File: config.mk
export PLATFORM = sky130hd
export DESIGN_NAME = mem_access_unit
export DESIGN_NICKNAME = d
export VERILOG_FILES = /design/src/rtl/mem_access_unit.sv
export SDC_FILE = /design/constraint.sdc
export NUM_CORES = 1
export LEC_CHECK = 0
export CORE_MARGIN = 2
export CORE_UTILIZATION = 55
export CTS_BUF_LIST = sky130_fd_sc_hd__clkbuf_16
export CTS_CLUSTER_SIZE = 16
export DETAILED_ROUTE_END_ITERATION = 12
export DONT_BUFFER_PORTS = 1
export GPL_ROUTABILITY_DRIVEN = 0
export PLACE_DENSITY = 0.7
export SLEW_MARGIN = 40
export SYNTH_ARGS = -nofsm -noshare
export SYNTH_HDL_FRONTEND = slang
export SYNTH_SLANG_ARGS = --single-unit
File: constraint.sdc
create_clock -name clk -period 2.6 [get_ports clk]
set_input_delay 0.39 -clock clk [delete_from_list [all_inputs] [get_ports clk]]
set_output_delay 0.39 -clock clk [all_outputs]
set_load 0.005 [all_outputs]
File: src/rtl/mem_access_unit.sv
// -----------------------------------------------------------------------------
// mem_access_unit
//
// Memory-stage sequencer between the execute stage and a byte-addressed,
// big-endian, combinational data RAM. It accepts one load/store per handshake
// and validates the width, alignment and address range. Legal requests are
// sequenced onto the RAM as SETUP (address/data settle) -> ACCESS (strobe) ->
// RESP. Faulting requests go straight to RESP without touching the RAM.
// Exactly one writeback response is returned per request.
//
// Parameters
//   MEM_BYTES  RAM size in bytes; an access touching any byte at or above it
//              faults as out-of-range.
//   ADDR_W     address width.
//
// Ports
//   clk, rst_n        rising-edge clock, asynchronous active-low reset
//   req_valid/ready   request handshake from execute
//   req_store         1 = store, 0 = load
//   req_funct3        RISC-V width code (000 B, 001 H, 010 W, 100 BU, 101 HU)
//   req_addr          effective byte address
//   req_wdata         store data (low bytes used for B/H)
//   req_rd            destination register
//   ram_addr          RAM address
//   ram_sel           {width[2:0], write}; 4'b1110 when idle
//   ram_wdata         RAM write data, right-aligned
//   ram_rdata         RAM read data, already sign/zero extended
//   wb_valid/ready    response handshake to writeback
//   wb_we, wb_rd      register write enable and destination
//   wb_data           load result (0 for stores and faults)
//   wb_err, wb_cause  fault flag; cause 01 misaligned, 10 out-of-range,
//                     11 illegal op
//
// Optional build macro
//   MEM_ACCESS_PERF_EN  adds saturating 32-bit counters cnt_load, cnt_store
//                       and cnt_fault, bumped on each completed response.
// -----------------------------------------------------------------------------
module mem_access_unit #(
    parameter int MEM_BYTES = 4096,
    parameter int ADDR_W    = 32
) (
    input  logic              clk,
    input  logic              rst_n,
    input  logic              req_valid,
    output logic              req_ready,
    input  logic              req_store,
    input  logic [2:0]        req_funct3,
    input  logic [ADDR_W-1:0] req_addr,
    input  logic [31:0]       req_wdata,
    input  logic [4:0]        req_rd,
    output logic [ADDR_W-1:0] ram_addr,
    output logic [3:0]        ram_sel,
    output logic [31:0]       ram_wdata,
    input  logic [31:0]       ram_rdata,
    output logic              wb_valid,
    input  logic              wb_ready,
    output logic              wb_we,
    output logic [4:0]        wb_rd,
    output logic [31:0]       wb_data,
    output logic              wb_err,
    output logic [1:0]        wb_cause
`ifdef MEM_ACCESS_PERF_EN
    ,
    output logic [31:0]       cnt_load,
    output logic [31:0]       cnt_store,
    output logic [31:0]       cnt_fault
`endif
);

    typedef enum logic [1:0] {
        IDLE,
        SETUP,
        ACCESS,
        RESP
    } state_e;

    localparam logic [3:0]    SEL_IDLE      = 4'b1110;
    localparam logic [1:0]    CAUSE_NONE    = 2'b00;
    localparam logic [1:0]    CAUSE_MISALIGN = 2'b01;
    localparam logic [1:0]    CAUSE_RANGE   = 2'b10;
    localparam logic [1:0]    CAUSE_ILLEGAL = 2'b11;
    localparam logic [ADDR_W:0] MEM_LIMIT   = (ADDR_W+1)'(MEM_BYTES);

    state_e              state_q, state_d;
    logic                store_q, store_d;
    logic [2:0]          funct3_q, funct3_d;
    logic [4:0]          rd_q, rd_d;
    logic [ADDR_W-1:0]   ram_addr_q, ram_addr_d;
    logic [31:0]         ram_wdata_q, ram_wdata_d;
    logic [3:0]          ram_sel_q, ram_sel_d;
    logic                wb_we_q, wb_we_d;
    logic [31:0]         wb_data_q, wb_data_d;
    logic                wb_err_q, wb_err_d;
    logic [1:0]          wb_cause_q, wb_cause_d;

    logic                accept;
    logic [1:0]          size_m1;
    logic [31:0]         wdata_aligned;
    logic                illegal;
    logic                misaligned;
    logic                out_of_range;
    logic [ADDR_W:0]     last_byte;
    logic [1:0]          req_cause;

    // A new request can be taken when idle, or while the current response is
    // being retired so back-to-back requests lose no cycle.
    assign req_ready = (state_q == IDLE) || ((state_q == RESP) && wb_ready);
    assign accept    = req_valid && req_ready;

    // Request classification, evaluated on the live request inputs so the
    // outcome is known at the accept edge.
    // NOTE: every combinational output gets a default before the case logic so
    // no path leaves it unassigned, which would otherwise infer a latch.
    always_comb begin
        size_m1       = 2'd3;
        wdata_aligned = req_wdata;
        case (req_funct3[1:0])
            2'b00: begin
                size_m1       = 2'd0;
                wdata_aligned = {24'b0, req_wdata[7:0]};
            end
            2'b01: begin
                size_m1       = 2'd1;
                wdata_aligned = {16'b0, req_wdata[15:0]};
            end
            default: begin
                size_m1       = 2'd3;
                wdata_aligned = req_wdata;
            end
        endcase

        illegal = (req_funct3 == 3'b011) || (req_funct3[2:1] == 2'b11) ||
                  (req_store && req_funct3[2]);
        misaligned = ((req_funct3[1:0] == 2'b01) && req_addr[0]) ||
                     ((req_funct3[1:0] == 2'b10) && (req_addr[1:0] != 2'b00));

        // One extra bit so an access near the top of the address space cannot
        // wrap around and look in range.
        last_byte    = {1'b0, req_addr} + {{(ADDR_W-1){1'b0}}, size_m1};
        out_of_range = (last_byte >= MEM_LIMIT);

        if (illegal) begin
            req_cause = CAUSE_ILLEGAL;
        end else if (misaligned) begin
            req_cause = CAUSE_MISALIGN;
        end else if (out_of_range) begin
            req_cause = CAUSE_RANGE;
        end else begin
            req_cause = CAUSE_NONE;
        end
    end

    // Next-state and datapath logic. ram_addr/ram_wdata only move on the accept
    // edge, where ram_sel is idle on both sides, so the RAM never sees an
    // address or data change while it is strobed.
    always_comb begin
        state_d     = state_q;
        store_d     = store_q;
        funct3_d    = funct3_q;
        rd_d        = rd_q;
        ram_addr_d  = ram_addr_q;
        ram_wdata_d = ram_wdata_q;
        ram_sel_d   = ram_sel_q;
        wb_we_d     = wb_we_q;
        wb_data_d   = wb_data_q;
        wb_err_d    = wb_err_q;
        wb_cause_d  = wb_cause_q;

        case (state_q)
            SETUP: begin
                ram_sel_d = {funct3_q, store_q};
                state_d   = ACCESS;
            end
            ACCESS: begin
                ram_sel_d = SEL_IDLE;
                if (store_q) begin
                    wb_data_d = 32'b0;
                    wb_we_d   = 1'b0;
                end else begin
                    wb_data_d = ram_rdata;
                    wb_we_d   = (rd_q != 5'd0);
                end
                state_d = RESP;
            end
            RESP: begin
                if (wb_ready) begin
                    state_d = IDLE;
                end
            end
            default: begin
                state_d = state_q;
            end
        endcase

        // Accept overrides the RESP retire path for back-to-back requests.
        if (accept) begin
            store_d    = req_store;
            funct3_d   = req_funct3;
            rd_d       = req_rd;
            wb_we_d    = 1'b0;
            wb_data_d  = 32'b0;
            wb_cause_d = req_cause;
            if (req_cause != CAUSE_NONE) begin
                wb_err_d = 1'b1;
                state_d  = RESP;
            end else begin
                wb_err_d    = 1'b0;
                ram_addr_d  = req_addr;
                ram_wdata_d = wdata_aligned;
                state_d     = SETUP;
            end
        end
    end

    // NOTE: state registers use non-blocking assignments so every flop samples
    // pre-edge values regardless of process evaluation order.
    always_ff @(posedge clk or negedge rst_n) begin
        if (!rst_n) begin
            state_q     <= IDLE;
            store_q     <= 1'b0;
            funct3_q    <= 3'b0;
            rd_q        <= 5'b0;
            ram_addr_q  <= '0;
            ram_wdata_q <= 32'b0;
            ram_sel_q   <= SEL_IDLE;
            wb_we_q     <= 1'b0;
            wb_data_q   <= 32'b0;
            wb_err_q    <= 1'b0;
            wb_cause_q  <= CAUSE_NONE;
        end else begin
            state_q     <= state_d;
            store_q     <= store_d;
            funct3_q    <= funct3_d;
            rd_q        <= rd_d;
            ram_addr_q  <= ram_addr_d;
            ram_wdata_q <= ram_wdata_d;
            ram_sel_q   <= ram_sel_d;
            wb_we_q     <= wb_we_d;
            wb_data_q   <= wb_data_d;
            wb_err_q    <= wb_err_d;
            wb_cause_q  <= wb_cause_d;
        end
    end

    assign ram_addr  = ram_addr_q;
    assign ram_wdata = ram_wdata_q;
    assign ram_sel   = ram_sel_q;
    assign wb_valid  = (state_q == RESP);
    assign wb_we     = wb_we_q;
    assign wb_rd     = rd_q;
    assign wb_data   = wb_data_q;
    assign wb_err    = wb_err_q;
    assign wb_cause  = wb_cause_q;

`ifdef MEM_ACCESS_PERF_EN
    logic [31:0] cnt_load_q, cnt_store_q, cnt_fault_q;
    logic        resp_done;

    // store_q/wb_err_q still describe the retiring request on this edge even
    // if a new request is accepted simultaneously.
    assign resp_done = (state_q == RESP) && wb_ready;

    always_ff @(posedge clk or negedge rst_n) begin
        if (!rst_n) begin
            cnt_load_q  <= 32'b0;
            cnt_store_q <= 32'b0;
            cnt_fault_q <= 32'b0;
        end else if (resp_done) begin
            if (wb_err_q) begin
                if (cnt_fault_q != 32'hFFFF_FFFF) cnt_fault_q <= cnt_fault_q + 32'd1;
            end else if (store_q) begin
                if (cnt_store_q != 32'hFFFF_FFFF) cnt_store_q <= cnt_store_q + 32'd1;
            end else begin
                if (cnt_load_q != 32'hFFFF_FFFF) cnt_load_q <= cnt_load_q + 32'd1;
            end
        end
    end

    assign cnt_load  = cnt_load_q;
    assign cnt_store = cnt_store_q;
    assign cnt_fault = cnt_fault_q;
`endif

endmodule

==> impl_summary.log <==
INFO  metric die_h = 99.1 um
INFO  metric overflow_left_after_global_routing = 0
INFO  metric max-cap-violations = 0
INFO  metric synth-seq-area-share = 0.580
INFO  metric hpwl = 8.05 mm
INFO  metric cts_tree = yes
INFO  metric placement.io_buffers = 0
INFO  metric run_status = finished with violations
INFO  metric path_class = primary input to register
INFO  metric pwr_density_cell = 917 nW/um^2
INFO  metric synthDominantCellAreaShare = 0.564
INFO  metric endpoint_kind = register
INFO  metric final_hold_slack = -0.322 ns
INFO  metric route.detailed.drc = 0
INFO  metric yosysTopAreaCell = sky130_fd_sc_hd__dfrtp_1
INFO  metric clk-insertion-delay-late = 0.40 ns
INFO  metric setup.worst_path.start_class = primary input
INFO  metric htreeDepth = 4
INFO  metric yosys_most_used_dff = sky130_fd_sc_hd__dfrtp_1
INFO  metric yosysUniqueCellTypes = 47
INFO  metric grt_setup_unrepaired = yes
INFO  metric num_rows = 34
INFO  metric fp.dieW = 99.1 um
INFO  metric postSynthCellCount = 440
INFO  metric slew_of_the_pin_with_the_lowest_slew_margin = 0.437 ns
INFO  metric total_number_of_nets_in_the_final_design = 595
INFO  metric grt_first_pass_wirelength = 18.5 mm
INFO  metric ioPinCount = 220
INFO  metric flow.area_growth_from_synthesis = 25.2%
INFO  metric diodes = 0
INFO  metric route.antenna.remaining_nets = 0
INFO  metric post-layout-total-power = 0.00571 W
INFO  metric route.detailed.wl_per_inst = 20.8 um
INFO  metric crit_arrival = 3.23 ns
INFO  metric fin_util = 0.710
INFO  metric finalWorstSetupSlack = -0.354 ns
INFO  metric synth_fp_nets = 556
INFO  metric setup_viol = 66
INFO  metric drtPass1Iterations = 4
INFO  metric core_area = 8760 um^2
INFO  metric most_common_cell_after_layout_fill_and_taps_aside = sky130_fd_sc_hd__dfrtp_1
INFO  metric cts-root-to-sink-buffers = 2
INFO  metric count_of_flip_flops_with_a_built_in_enable_after_synthesis = 0
INFO  metric yosys_register_bits = 115
INFO  metric detailedRoute.firstIterationViolations = 171
INFO  metric groute.usage.overall = 0.242
INFO  metric initial_utilization = 0.567
INFO  metric cts_made_buffers = 17
INFO  metric fin_crit = 2.95 ns
INFO  metric cts_num_sinks = 115
INFO  metric maximum_clock_rate = 339 MHz
INFO  metric required_time_at_the_endpoint_of_the_critical_path = 2.88 ns
INFO  metric layout.cells.most_common_list = sky130_fd_sc_hd__dfrtp_1, sky130_fd_sc_hd__nand2_1, sky130_fd_sc_hd__inv_1
INFO  metric avgViaCountPerCell = 5.80
INFO  metric yosys_warnings = 0
INFO  metric antenna_found_initial = 0
INFO  metric total_leakage_power = 2.98 nW
INFO  metric mappedNetlistArea = 4970 um^2
INFO  metric report.final.hold_viol_count = 115
INFO  metric placement.setup.worst_slack = -0.759 ns
INFO  metric dr_total_vias = 3481
INFO  metric design.die.area = 9820 um^2
INFO  metric synthTopCellsByArea = sky130_fd_sc_hd__dfrtp_1, sky130_fd_sc_hd__a22o_1, sky130_fd_sc_hd__mux2i_1
INFO  metric skew = 0.0106 ns
INFO  metric violated_checks = negative hold slack, negative setup slack
INFO  metric grt_pass1_vias = 3696
INFO  metric drv_slew = 0
INFO  metric maximum_number_of_pins_on_one_net_before_global_route_repair = 116
INFO  metric worstPathMaxFanout = 6
INFO  metric post_synth.cell_area_avg = 11.3 um^2
INFO  metric maxSlewHeadroom = 0.706
INFO  metric asyncSetResetFlopFracSynth = 1.00
INFO  metric detail_route.wirelength = 12.5 mm
INFO  metric finalCritPeriodShare = 1.14
INFO  metric hp-class = primary input to asynchronous set/reset pin
INFO  metric irDropWorstVdd = 0.000496 V
INFO  metric cts_root_buffer = sky130_fd_sc_hd__clkbuf_16
INFO  metric drive_above_1_share = 0.228
INFO  metric cts.reportedPaths.clkPinSlew = 0.06 ns
state kept, by name, summed over array words and instances, names as in the netlist:
signal     flops
store_q        1
ram_addr      32
wb_cause       2
ram_wdata     32
ram_sel        4
wb_rd          5
wb_data       32
wb_err         1
funct3_q       3
wb_we          1
state_q        2
worst paths after layout:
kind / startpoint / to / slack [ns] / cells past startpoint
min reg2reg: funct3_q[1] / funct3_q[1] / 0.48 / 2
max in group asynchronous: rst_n / ram_sel[3] / 2.72 / 0
max: req_addr[9] / ram_addr[0] / -0.35 / 10
min: rst_n / ram_addr[20] / -0.32 / 0
min in group clk: req_funct3[0] / funct3_q[0] / 0.10 / 2
max reg2reg: state_q[1] / ram_addr[0] / 0.53 / 7
cell type report:
type                    instances  area (um^2)
repair buffers                 40          460
clock buffers                  17          425
fillers                       640         2540
multi-input cells             274         2020
inverters                      31          116
flip-flops and latches        115         2880
clock inverters                15          183
well taps                     108          135
metrics by stage:
| step | TNS (ns) | hold slack, ns | cell area [um^2] | instances |
|---|---|---|---|---|
| 2_1_floorplan | -36.66 | 0.0944 | 5050 | 440 |
| 3_3_place_gp | -41.80 | 0.0972 | 5280 | 554 |
| 3_5_place_dp | -44.81 | 0.0969 | 5280 | 554 |
| 4_1_cts | -14.91 | -0.328 | 5960 | 591 |
| 5_1_grt | -23.40 | -0.349 | 6230 | 600 |
| 6_report | -18.16 | -0.322 | 6230 | 600 |
critical path, cell delays in order:
cell and delay (ns):
sky130_fd_sc_hd__nand4_4 0.09, sky130_fd_sc_hd__or4_4 0.49, sky130_fd_sc_hd__or4_4 0.53, sky130_fd_sc_hd__or4_4 0.43, sky130_fd_sc_hd__a211oi_2 0.22, sky130_fd_sc_hd__nand4_1 0.19, sky130_fd_sc_hd__nor3_4 0.28, sky130_fd_sc_hd__buf_6 0.16
sky130_fd_sc_hd__clkbuf_16 0.16, sky130_fd_sc_hd__mux2_4 0.29
kinds of logic after synthesis:
| group | share of synthesized area |
|---|---|
| adders and majority gates | 0.0191 |
| buffers and inverters | 0.0450 |
| DFF | 0.580 |
| and+or+nand+nor | 0.151 |
| xor gates and xnor gates | 0.00705 |
| muxes | 0.102 |
| AOI/OAI and AO/OA | 0.0956 |
Yosys cell counts (3+ instances only):
cell,number
sky130_fd_sc_hd__a31oi_1,3
sky130_fd_sc_hd__clkbuf_1,13
sky130_fd_sc_hd__a22o_1,32
sky130_fd_sc_hd__nor2b_1,19
sky130_fd_sc_hd__a21oi_1,6
sky130_fd_sc_hd__nand2_1,64
sky130_fd_sc_hd__or4_1,5
sky130_fd_sc_hd__ha_1,6
sky130_fd_sc_hd__xnor2_1,3
sky130_fd_sc_hd__mux2i_1,26
sky130_fd_sc_hd__mux2_1,16
sky130_fd_sc_hd__nor3_1,6
sky130_fd_sc_hd__buf_6,3
sky130_fd_sc_hd__dfrtp_1,112
sky130_fd_sc_hd__nor4_1,4
sky130_fd_sc_hd__mux2_2,6
sky130_fd_sc_hd__nor2_1,24
sky130_fd_sc_hd__inv_1,31
sky130_fd_sc_hd__dfstp_2,3
sky130_fd_sc_hd__nand3_1,9
sky130_fd_sc_hd__nand4_1,8
sky130_fd_sc_hd__o21ai_0,6
routing by layer:
| layer | track usage | part of all wire |
|---|---|---|
| met5 | 0 | 0 |
| met4 | 0.0674 | 0.0053 |
| met3 | 0.114 | 0.096 |
| met2 | 0.399 | 0.52 |
| met1 | 0.284 | 0.38 |
where the power goes:
part	switching, W	leakage, nW	total (W)	internal [W]
Combinational	0.000575	1.27	0.000994	0.000420
Clock	0.000838	0.297	0.00235	0.00151
Sequential	0.000253	1.41	0.00236	0.00211
Total	0.00167	2.98	0.00571	0.00404
what timing repair did:
action / in CTS / in global routing
buffers inserted: 4 / 5
gates cloned: 1 / 5
hold endpoints to repair: 115 / 115
setup endpoints to repair: 66 / 66
gates resized for setup: 5 / 37
pin swaps: 4 / 7
Note: power is estimated with default switching activity, not from simulation.
